==> config.mk <==
export PLATFORM = sky130hd
export DESIGN_NAME = mac_mul_seq_ctrl
export DESIGN_NICKNAME = d
export VERILOG_FILES = /design/src/rtl/mac_mul_seq_ctrl.sv
export SDC_FILE = /design/constraint.sdc
export NUM_CORES = 1
export LEC_CHECK = 0
export CAP_MARGIN = 20
export CORE_UTILIZATION = 48
export CTS_BUF_LIST = sky130_fd_sc_hd__clkbuf_16
export DETAILED_ROUTE_END_ITERATION = 10
export HOLD_SLACK_MARGIN = 0.02
export PLACE_DENSITY = 0.81
export SLEW_MARGIN = 10
export SYNTH_ARGS = -nofsm -noshare
export SYNTH_HDL_FRONTEND = slang
export SYNTH_SLANG_ARGS = --single-unit
==> constraint.sdc <==
create_clock -name clk -period 3.65 [get_ports clk]
set_clock_uncertainty 0.15 [all_clocks]
set_input_delay 0.365 -clock clk [delete_from_list [all_inputs] [get_ports clk]]
set_output_delay 0.365 -clock clk [all_outputs]
set_load 0.01 [all_outputs]
==> src/rtl/mac_mul_seq_ctrl.sv <==
// Dot-product sequencer for a 4-lane MAC multiply block: accepts a job, streams
// N operand beats through a one-stage pipeline into a wide accumulator, returns the sum.
module mac_mul_seq_ctrl #(
  parameter int         MAC_CONF_WIDTH = 3,
  parameter int         MAC_MIN_WIDTH  = 8,
  parameter int         MAC_INT_WIDTH  = 5 * MAC_MIN_WIDTH,
  parameter int         ACC_WIDTH      = 48,
  parameter int         LEN_WIDTH      = 16,
  // Encodings of cfg[1:0]; override to match the multiply block's mac_const.vh
  parameter logic [1:0] MAC_SINGLE     = 2'b00,
  parameter logic [1:0] MAC_DUAL       = 2'b01,
  parameter logic [1:0] MAC_QUAD       = 2'b10
) (
  input  logic                        clk,
  input  logic                        rst,
  input  logic                        start_valid,
  output logic                        start_ready,
  input  logic [MAC_CONF_WIDTH-1:0]   start_cfg,
  input  logic [LEN_WIDTH-1:0]        start_len,
  input  logic                        in_valid,
  output logic                        in_ready,
  input  logic [4*MAC_MIN_WIDTH-1:0]  in_a,
  input  logic [MAC_MIN_WIDTH-1:0]    in_b,
  output logic [4*MAC_MIN_WIDTH-1:0]  mul_a,
  output logic [MAC_MIN_WIDTH-1:0]    mul_b,
  output logic [MAC_CONF_WIDTH-1:0]   mul_cfg,
  input  logic [MAC_INT_WIDTH-1:0]    mul_c,
  output logic                        res_valid,
  input  logic                        res_ready,
  output logic [ACC_WIDTH-1:0]        res_data,
  output logic                        res_ovf,
  output logic                        res_err,
  output logic                        busy
);

  typedef enum logic [1:0] {IDLE, RUN, DRAIN, DONE} state_t;

  state_t                      state_reg, state_next;
  logic [MAC_CONF_WIDTH-1:0]   cfg_reg;
  logic [LEN_WIDTH-1:0]        cnt_reg;
  logic [ACC_WIDTH-1:0]        acc_reg;
  logic                        ovf_reg;
  logic                        err_reg;
  logic                        p1_v_reg;
  logic [4*MAC_MIN_WIDTH-1:0]  mul_a_reg;
  logic [MAC_MIN_WIDTH-1:0]    mul_b_reg;
  logic [MAC_CONF_WIDTH-1:0]   mul_cfg_reg;

  logic                        start_fire;
  logic                        beat_fire;
  logic                        start_cfg_ok;
  logic                        last_beat;
  logic [3:0]                  lane_en;
  logic [4*MAC_MIN_WIDTH-1:0]  a_masked;
  logic [ACC_WIDTH:0]          acc_sum;

  assign start_ready = (state_reg == IDLE);
  assign in_ready    = (state_reg == RUN);
  assign res_valid   = (state_reg == DONE);
  assign busy        = (state_reg != IDLE);

  assign start_fire   = start_valid && start_ready;
  assign beat_fire    = in_valid && in_ready;
  assign last_beat    = (cnt_reg == LEN_WIDTH'(1));
  assign start_cfg_ok = (start_cfg[1:0] == MAC_SINGLE) ||
                        (start_cfg[1:0] == MAC_DUAL)   ||
                        (start_cfg[1:0] == MAC_QUAD);

  // Lanes the current config does not use are forced to zero toward the multiplier
  genvar gi;
  generate
    for (gi = 0; gi < 4; gi++) begin : g_lane
      if (gi == 0) begin : g_l0
        assign lane_en[gi] = 1'b1;
      end else if (gi == 1) begin : g_l1
        assign lane_en[gi] = (cfg_reg[1:0] == MAC_DUAL) || (cfg_reg[1:0] == MAC_QUAD);
      end else begin : g_lhi
        assign lane_en[gi] = (cfg_reg[1:0] == MAC_QUAD);
      end
      assign a_masked[gi*MAC_MIN_WIDTH +: MAC_MIN_WIDTH] =
        lane_en[gi] ? in_a[gi*MAC_MIN_WIDTH +: MAC_MIN_WIDTH] : '0;
    end
  endgenerate

  // Top bit of the widened sum is the carry out of the accumulator
  assign acc_sum = {1'b0, acc_reg} + (ACC_WIDTH+1)'(mul_c);

  always_ff @(posedge clk) begin
    if (rst) begin
      state_reg <= IDLE;
    end else begin
      state_reg <= state_next;
    end
  end

  always_comb begin
    state_next = state_reg;
    case (state_reg)
      IDLE: begin
        if (start_fire) begin
          if (!start_cfg_ok || (start_len == '0)) begin
            state_next = DONE;
          end else begin
            state_next = RUN;
          end
        end
      end
      RUN: begin
        if (beat_fire && last_beat) begin
          state_next = DRAIN;
        end
      end
      DRAIN: begin
        state_next = DONE;
      end
      DONE: begin
        if (res_ready) begin
          state_next = IDLE;
        end
      end
      default: begin
        state_next = IDLE;
      end
    endcase
  end

  always_ff @(posedge clk) begin
    if (rst) begin
      cfg_reg     <= '0;
      cnt_reg     <= '0;
      acc_reg     <= '0;
      ovf_reg     <= 1'b0;
      err_reg     <= 1'b0;
      p1_v_reg    <= 1'b0;
      mul_a_reg   <= '0;
      mul_b_reg   <= '0;
      mul_cfg_reg <= '0;
    end else if (start_fire) begin
      cfg_reg  <= start_cfg;
      cnt_reg  <= start_len;
      acc_reg  <= '0;
      ovf_reg  <= 1'b0;
      err_reg  <= !start_cfg_ok;
      p1_v_reg <= 1'b0;
    end else begin
      p1_v_reg <= beat_fire;
      if (beat_fire) begin
        mul_a_reg   <= a_masked;
        mul_b_reg   <= in_b;
        mul_cfg_reg <= cfg_reg;
        cnt_reg     <= cnt_reg - LEN_WIDTH'(1);
      end
      if (p1_v_reg) begin
        acc_reg <= acc_sum[ACC_WIDTH-1:0];
        if (acc_sum[ACC_WIDTH]) begin
          ovf_reg <= 1'b1;
        end
      end
    end
  end

  assign mul_a    = mul_a_reg;
  assign mul_b    = mul_b_reg;
  assign mul_cfg  = mul_cfg_reg;
  assign res_data = acc_reg;
  assign res_ovf  = ovf_reg;
  assign res_err  = err_reg;

endmodule

# After elaboration in Yosys (flattened, before gate mapping)
# Index checks and enable logic that the tools add are counted.
# word_totals
ff_bits	115
word_cells	51
in_bits	104
output_inout_bits	97
# classes
muxes	10
n_reduce_logical	17
bitwise_logic	1
n_eq_ne	11
addsub	2
# ops
op	count
adder 48 x 40 -> 49 bit	1
two-way mux 16 bit	2
two-way mux 8 bit	3
== test 16 x 1 -> 1 bit (second input constant)	1
logical NOT 16 bit	1
subtractor 16 x 1 -> 16 bit (second input constant)	1
== test 2 bit (second input constant)	4
two-way mux 2 bit	4
one-hot mux 2 bit (4 select lines)	1
== test 2 x 1 -> 1 bit (second input constant)	3
!= test 2 x 1 -> 1 bit (second input constant)	3
logical NOT 2 bit	2
logical OR 1 bit	4
AND reduction 2 bit	2
nonzero test 2 bit	2
logical AND 1 bit	3
AND reduction 3 bit	1
OR reduction 2 bit	1
logical NOT 1 bit	1
inverter 1 bit	1

# Depth between registers and ports, before layout
# Gate-level depths: netlist (run 1).
# depth
ltp_word	8
mapped_depth	11
ltp_nobuf	11

# Worst setup path before layout (run 1)
# OpenSTA, ideal clock, no wires.
# synth_timing
kind	input port to flip-flop
start	input mul_c[14]
end	register acc_reg[31], in the netlist res_data[31]
setup_slack_ns	0.564
path_stages	11
n_path_buf	1
t_required_ns	3.424
setup_ns	0.076
arrival_time_ns	2.860
path_cell_list	ha_1 -> buf_2 -> a21o_1 -> a211o_1 -> a2111oi_0 -> nand3_1 -> a41oi_1 -> o21ai_1 -> a31oi_1 -> mux2_1 -> o22ai_1
# synth_between
elab_chain_len	1
# synth_lines
item	line_no	rtl
from (decl)	27	input logic [MAC_INT_WIDTH-1:0] mul_c,
adder 48 x 40 -> 49 bit	86	assign acc_sum = {1'b0, acc_reg} + (ACC_WIDTH+1)'(mul_c);
to (signal assigned)	154	acc_reg <= acc_sum[ACC_WIDTH-1:0];
to (decl)	41	logic [ACC_WIDTH-1:0] acc_reg;
# Every way passes these cells.
# A chain may end at the register's enable or synchronous reset.

# Worst setup path in the final report (run 1)
# Ends and elaborated chain as after synthesis.

==> impl_metrics.ini, run 1 <==
[outcome]
status = completed

[power]
power.leakage_nw = 3.61
pwr_density_cell_nw_per_um2 = 476
vdd.ir_drop.worst_uv = 411

[synth]
ys_dominant_reg_cell = sky130_fd_sc_hd__dfxtp_1
number_of_enable_flip_flop_cells_after_synthesis = 0
ys_seq_area_share_pct = 34.2
yosys-top-cells-area = sky130_fd_sc_hd__dfxtp_1 (34%), sky130_fd_sc_hd__ha_1 (8.7%), sky130_fd_sc_hd__a21oi_1 (6.8%), sky130_fd_sc_hd__nand2_1 (6.4%), sky130_fd_sc_hd__nor2_1 (4.6%)
postSynthNetCount = 995
syn-cell-area_um2 = 6730
synthDistinctLibCells = 63
async_reset_ff_share_pct = 0
post-synth-top-area-fraction_pct = 34.2
syn_inst = 843
yosysWarnings = 0
synth-seq-cells = 115
synth_area_leader_cell = sky130_fd_sc_hd__dfxtp_1
syn_area_per_cell_um2 = 7.99
synth_top_cells_by_count = sky130_fd_sc_hd__dfxtp_1 (115), sky130_fd_sc_hd__nand2_1 (115), sky130_fd_sc_hd__a21oi_1 (91)

[floorplanning]
starting_utilization_of_the_core_area_pct = 50.1
ioPinCount = 201
die-width_um = 120
row_count = 42
chip_height_um = 120
fp.coreArea_um2 = 13500
die_area_um2 = 14500

[finish]
fill_cells = 1095
nets = 1184
area.growth.synth_to_final_pct = 41.5
postLayoutCellArea_um2 = 9530
fin_cells = 1221
number_of_flip_flops_under_the_largest_register_name = 48
drive_above_1_share_pct = 5.74
antennaDiodeCount = 0

[clock_tree]
hold_buffers = 0
post-cts-setup-buffer-count = 0
htree_num_levels = 4
cts_buffers = 17
cts_buffer_depth = 2
cts_tree = done
ctsResizeCount = 0
cts_sinks = 115
worstSkewPairLatency_ns = 0.42
clkTransAtPathRegs_ns = 0.05
cts_root_buffer = sky130_fd_sc_hd__clkbuf_16

[timing]
max_clock_freq_mhz = 317
final.setup.tns_ns = 0
fin_crit_ns = 3.16
slew_hr_pct = 55.1
post-route-worst-setup-slack_ns = 0.495
setup_violations = 0
min_period_over_period_pct = 86.4
report.final.hold_viol_count = 0
grt_setup_unrepaired = false
worstMarginPinSlew_ns = 0.673
timing.final.max_slew_violations = 0

[critical_path]
crit_path_end_kind = register
required_ns = 3.83
worst_ep_arrival_time_ns = 3.34
rr_endpoint = res_data[31]
worst_r2r_path_depth = 10
cpMaxStageDelayCell = sky130_fd_sc_hd__clkdlybuf4s50_1
worstSetupStartpointType = input port
worstPathCellList = clkdlybuf4s50_1 -> ha_1 -> a21o_1 -> a211o_1 -> a2111oi_0 -> nand3_1 -> a41oi_1 -> o21ai_1 -> a31oi_1 -> mux2_1 -> o22ai_1
rr_startpoint = res_data[14]
reg2reg_setup_slack_ns = 0.53
cp_max_fo = 3
cpPeakStageDelay_ns = 0.40
critical_path_class = input port to register

[detailed_routing]
antenna_left = 0
drc_errors = 0
final_wirelength_um = 19600
drt_iter0_markers = 455
detail_route.first_pass.iterations = 5
num_vias = 6880
final_routed_wire_length_divided_by_cell_count_um = 16.1
via_per_inst = 5.63

[grt]
grt_remaining_overflow = 0
wire_length_of_the_first_global_routing_pass_um = 31500
first_global_vias = 6613
initial_antenna_violation_count = 0
grt_start_max_net_pins = 64
grt_most_used_layer = met2
met1_demand_to_capacity_share_in_global_routing_pct = 32.7
grt.met3_usage_pct = 7.41
overall_global_routing_resource_usage_pct = 27.4
met2_usage_pct = 47.1

[placed_design]
hpwlAfterDp_um = 14400
dpl_cell_area_um2 = 8890
gp_congestion = 0.899
cell_count_after_placement = 1189
pre_cts_ws_ns = 0.0867
io_buffers = 200

[hold_path]
hold_path.startpoint = rst
timing.hold.worst_path_depth = 2
worst_hold_path.endpoint = mul_cfg[0]
hp-class = input port to register

[flow_run]
drv_cap = 0
## final cells by class
type	instances	area (µm²)	area share, %
flip-flops and latches	115	2300	24.2
clock inverters	15	215	2.26
repair buffers	215	2110	22.1
clock buffers	17	425	4.46
well taps	176	220	2.31
inverters	17	63.8	0.670
multi-input cells	666	4190	44.0
## layer usage
metal / wire [µm] / part of all wire, %
met1: 8470 / 43
met2: 9510 / 48
met3: 1300 / 6.6
met4: 374 / 1.9
met5: 0 / 0
## through the flow
stage / power, mW / utilization [%] / hold slack, ns
6_report: 4.54 / 70.8 / 0.0829
5_1_grt: 4.75 / 70.8 / 0.0919
4_1_cts: 4.55 / 70.8 / 0.0760
3_5_place_dp: 2.74 / 66.1 / 0.294
3_3_place_gp: 2.72 / 66.1 / 0.287
2_1_floorplan: 2.28 / - / 0.282
## critical path: cells and delay by family
family          cells  cell delay (ns)
simple gates        1             0.19
buf+inv             1             0.40
compound gates      7             1.75
fa+ha+maj           1             0.30
mux                 1             0.34
## cells in the final DEF, fill, tap and decap left out, types with 5 or more instances in the layout
cell type / n
sky130_fd_sc_hd__o21bai_1: 7
sky130_fd_sc_hd__o21ai_1: 14
sky130_fd_sc_hd__buf_4: 15
sky130_fd_sc_hd__a21o_1: 22
sky130_fd_sc_hd__a21oi_1: 91
sky130_fd_sc_hd__nor4_1: 9
sky130_fd_sc_hd__nand3b_1: 9
sky130_fd_sc_hd__ha_1: 47
sky130_fd_sc_hd__inv_1: 17
sky130_fd_sc_hd__xnor2_1: 33
sky130_fd_sc_hd__nand4_1: 10
sky130_fd_sc_hd__a31oi_1: 8
sky130_fd_sc_hd__or3_1: 8
sky130_fd_sc_hd__o22ai_1: 6
sky130_fd_sc_hd__nor2_1: 82
sky130_fd_sc_hd__nand2_1: 115
sky130_fd_sc_hd__o21ai_0: 17
sky130_fd_sc_hd__a311oi_1: 5
sky130_fd_sc_hd__and2_1: 6
sky130_fd_sc_hd__nor3_1: 17
sky130_fd_sc_hd__nor2b_1: 5
sky130_fd_sc_hd__nand3_1: 36
sky130_fd_sc_hd__mux2i_1: 25
sky130_fd_sc_hd__clkbuf_16: 17
sky130_fd_sc_hd__xor2_1: 14
sky130_fd_sc_hd__clkdlybuf4s50_1: 199
sky130_fd_sc_hd__and3_1: 6
sky130_fd_sc_hd__bufinv_16: 5
sky130_fd_sc_hd__a211oi_1: 27
sky130_fd_sc_hd__dfxtp_1: 114
## worst max-delay path by stage
stage          slack [ns]           end       from  cells past startpoint
2_1_floorplan        0.56  res_data[31]  mul_c[14]                     11
3_3_place_gp         0.16  res_data[31]  mul_c[14]                     11
3_5_place_dp         0.09  res_data[31]  mul_c[14]                     11
4_1_cts              0.51  res_data[31]  mul_c[14]                     11
5_1_grt              0.31  res_data[31]  mul_c[14]                     11
6_report             0.49  res_data[31]  mul_c[14]                     11
## cells by family (layout without fill, tap and decap cells)
| logic type | count (synthesis) | in the layout | synth area share [%] |
|---|---|---|---|
| AND/OR/NAND/NOR | 317 | 317 | 21.9 |
| AO/OA/AOI/OAI | 228 | 228 | 21.3 |
| adder cells (fa/ha/maj) | 48 | 48 | 9.03 |
| multiplexers | 26 | 26 | 3.88 |
| XOR/XNOR | 47 | 47 | 6.11 |
| buffers and inverters | 62 | 264 | 3.66 |
| flip-flops | 115 | 115 | 34.2 |
## power by group
| group | switching (mW) | internal [mW] | total, mW |
|---|---|---|---|
| registers | 0.115 | 1.38 | 1.50 |
| clock network | 0.600 | 1.20 | 1.80 |
| logic | 0.672 | 0.568 | 1.24 |
No activity file was read; power rests on OpenSTA's default activity.
==> run 2, diff against run 1 <==
Settings changed: GPL_TIMING_DRIVEN set to 0.
==> run 2 against run 1 <==
Against the previous run:
- hold slack better by 0.0033 ns
- sequential power about the same
- register-to-register slack worse by 0.39 ns
- combinational power is 4% higher
- power up 2.0%
- die area unchanged
- via count grew 3.7%
- critical path type unchanged
- critical endpoint unchanged
==> impl_metrics.ini, run 2 (synthesis results as in run 1) <==
[critical_path]
critical_path_buf_inv_count = 2
setup.worst_path.start = mul_c[20]
worst_r2r_path_depth = 11
cpPeakStageDelay_ns = 0.42
required_ns = 3.84
rr_startpoint = res_data[20]
crit_top_cell = sky130_fd_sc_hd__o21ai_1
crit_end = res_data[31]
worstSetupStartpointType = input port
cell_depth_of_the_worst_setup_path = 12
reg2reg_setup_slack_ns = 0.14
worstPathCellList = clkdlybuf4s50_1 -> ha_1 -> clkbuf_1 -> a21oi_1 -> o21ai_1 -> a2111oi_1 -> nand3_1 -> a41oi_2 -> o21ai_1 -> a31oi_1 -> mux2_1 -> o22ai_1
cp_max_fo = 7
worst_ep_arrival_time_ns = 3.75
cp_top_family = compound AO/OA/AOI/OAI gates
crit_path_end_kind = register
cpMaxStageDelayCell = sky130_fd_sc_hd__clkdlybuf4s50_1
critical_path_class = input port to register
rr_endpoint = res_data[31]

[timing]
grt_setup_unrepaired = false
max_clock_freq_mhz = 280
report.final.hold_viol_count = 0
fin_crit_ns = 3.57
min_period_over_period_pct = 97.7
setup_violations = 0
slew_hr_pct = 42.9
worstMarginPinSlew_ns = 0.856
timing.final.max_slew_violations = 0
final.setup.tns_ns = 0

[clock_tree]
cts_root_buffer = sky130_fd_sc_hd__clkbuf_16
hold_buffers = 0
clkTransAtPathRegs_ns = 0.05
post-cts-setup-buffer-count = 0
worstSkewPairLatency_ns = 0.42
ctsResizeCount = 0
cts_buffers = 17
htree_num_levels = 4
cts_tree = done
cts_sinks = 115
cts_buffer_depth = 2

[grt]
first_global_vias = 6806
overall_global_routing_resource_usage_pct = 29.3
grt_remaining_overflow = 0
initial_antenna_violation_count = 0
wire_length_of_the_first_global_routing_pass_um = 33300
grt_start_max_net_pins = 17

[finish]
fin_cells = 1247
antennaDiodeCount = 0
area.growth.synth_to_final_pct = 42.5
nets = 1213
layout.cells.most_common = sky130_fd_sc_hd__clkdlybuf4s50_1
final-seq-area_um2 = 2300
commonest_cells_after_routing_fill_and_taps_aside = sky130_fd_sc_hd__clkdlybuf4s50_1 (199), sky130_fd_sc_hd__nand2_1 (115), sky130_fd_sc_hd__dfxtp_1 (115)
fill_cells = 1104
drive_above_1_share_pct = 4.11
multi_input_area_um2 = 4190
number_of_flip_flops_under_the_largest_register_name = 48

[placed_design]
cell_count_after_placement = 1218
gp_congestion = 0.892
hpwlAfterDp_um = 15900
io_buffers = 199

[floorplanning]
ioPinCount = 201
chip_height_um = 120
starting_utilization_of_the_core_area_pct = 50.1
fp.coreArea_um2 = 13500
die-width_um = 120
row_count = 42
die_area_um2 = 14500

[detailed_routing]
via_per_inst = 5.72
final_wirelength_um = 21500
num_vias = 7137
drc_errors = 0
drt_iter0_markers = 467
final_routed_wire_length_divided_by_cell_count_um = 17.2
antenna_left = 0
detail_route.first_pass.iterations = 4

[power]
pwr_density_cell_nw_per_um2 = 482
vdd.ir_drop.worst_uv = 470
power.leakage_nw = 3.60

[flow_run]
drv_cap = 0

[hold_path]
hp-class = input port to register

[outcome]
status = completed
==> run 2: cell count changes in the layout (fill, tap and decap cells not counted), moves of 2 or more <==
cell                         before  now
sky130_fd_sc_hd__buf_1            0    2
sky130_fd_sc_hd__clkinv_4         2    0
sky130_fd_sc_hd__buf_4           15    0
sky130_fd_sc_hd__clkinvlp_4       4    2
sky130_fd_sc_hd__clkbuf_1         0   39
==> run 2: how the worst min path moves through the flow <==
| stage | from | end | slack (ns) | depth (start not counted) |
|---|---|---|---|---|
| final | rst | res_data[41] | 0.09 | 3 |
| after global routing | rst | res_data[41] | 0.10 | 3 |
| after CTS | rst | res_data[41] | 0.08 | 3 |
| after detailed placement | mul_b[0] | mul_b[0] | 0.30 | 2 |
| after global placement | mul_a[31] | mul_a[31] | 0.29 | 2 |
| after floorplan | cfg_reg[2] | mul_cfg[2] | 0.28 | 2 |
==> run 2: power by group <==
part | leakage (nW) | switching, mW | internal (mW)
Combinational | 2.36 | 0.729 | 0.563
Sequential | 0.932 | 0.108 | 1.38
Clock | 0.308 | 0.589 | 1.26
Total | 3.60 | 1.43 | 3.20
==> run 2: area by class of cell <==
class / count / area share, %
multi-input combinational: 666 / 43.7
sequential: 115 / 24.0
timing repair buffer: 199 / 20.8
clock buffer: 17 / 4.43
tap: 176 / 2.30
clock inverter: 12 / 2.23
buffer: 45 / 1.90
inverter: 17 / 0.665
==> run 2: metrics by stage <==
step / hold slack [ns] / power, mW / setup slack [ns] / util [%] / instance area (µm²)
global route: 0.104 / 4.82 / 0.0585 / 71.3 / 9590
floorplan: 0.282 / 2.28 / 0.564 / - / 6730
global placement: 0.287 / 2.74 / -0.276 / 66.5 / 8950
finish: 0.0862 / 4.63 / 0.0847 / 71.3 / 9590
CTS: 0.0824 / 4.62 / 0.0383 / 71.3 / 9590
detailed placement: 0.296 / 2.77 / -0.359 / 66.5 / 8950
==> run 2: worst register-to-register path, stage by stage (launching register included) <==
cell                        delay, ns
sky130_fd_sc_hd__dfxtp_1         0.36
sky130_fd_sc_hd__ha_1            0.24
sky130_fd_sc_hd__clkbuf_1        0.20
sky130_fd_sc_hd__a21oi_1         0.29
sky130_fd_sc_hd__o21ai_1         0.17
sky130_fd_sc_hd__a2111oi_1       0.42
sky130_fd_sc_hd__nand3_1         0.26
sky130_fd_sc_hd__a41oi_2         0.31
sky130_fd_sc_hd__o21ai_1         0.22
sky130_fd_sc_hd__a31oi_1         0.30
sky130_fd_sc_hd__mux2_1          0.36
sky130_fd_sc_hd__o22ai_1         0.15
==> run 2: routing by layer <==
metal  routed length (µm)  track usage (%)  vias to the layer above
met5                    0                0                        -
met4                  588             13.0                        0
met3                 1730             7.36                       59
met2                10300             49.1                      309
met1                 8820             35.4                     3306
li1                     -                -                     3463
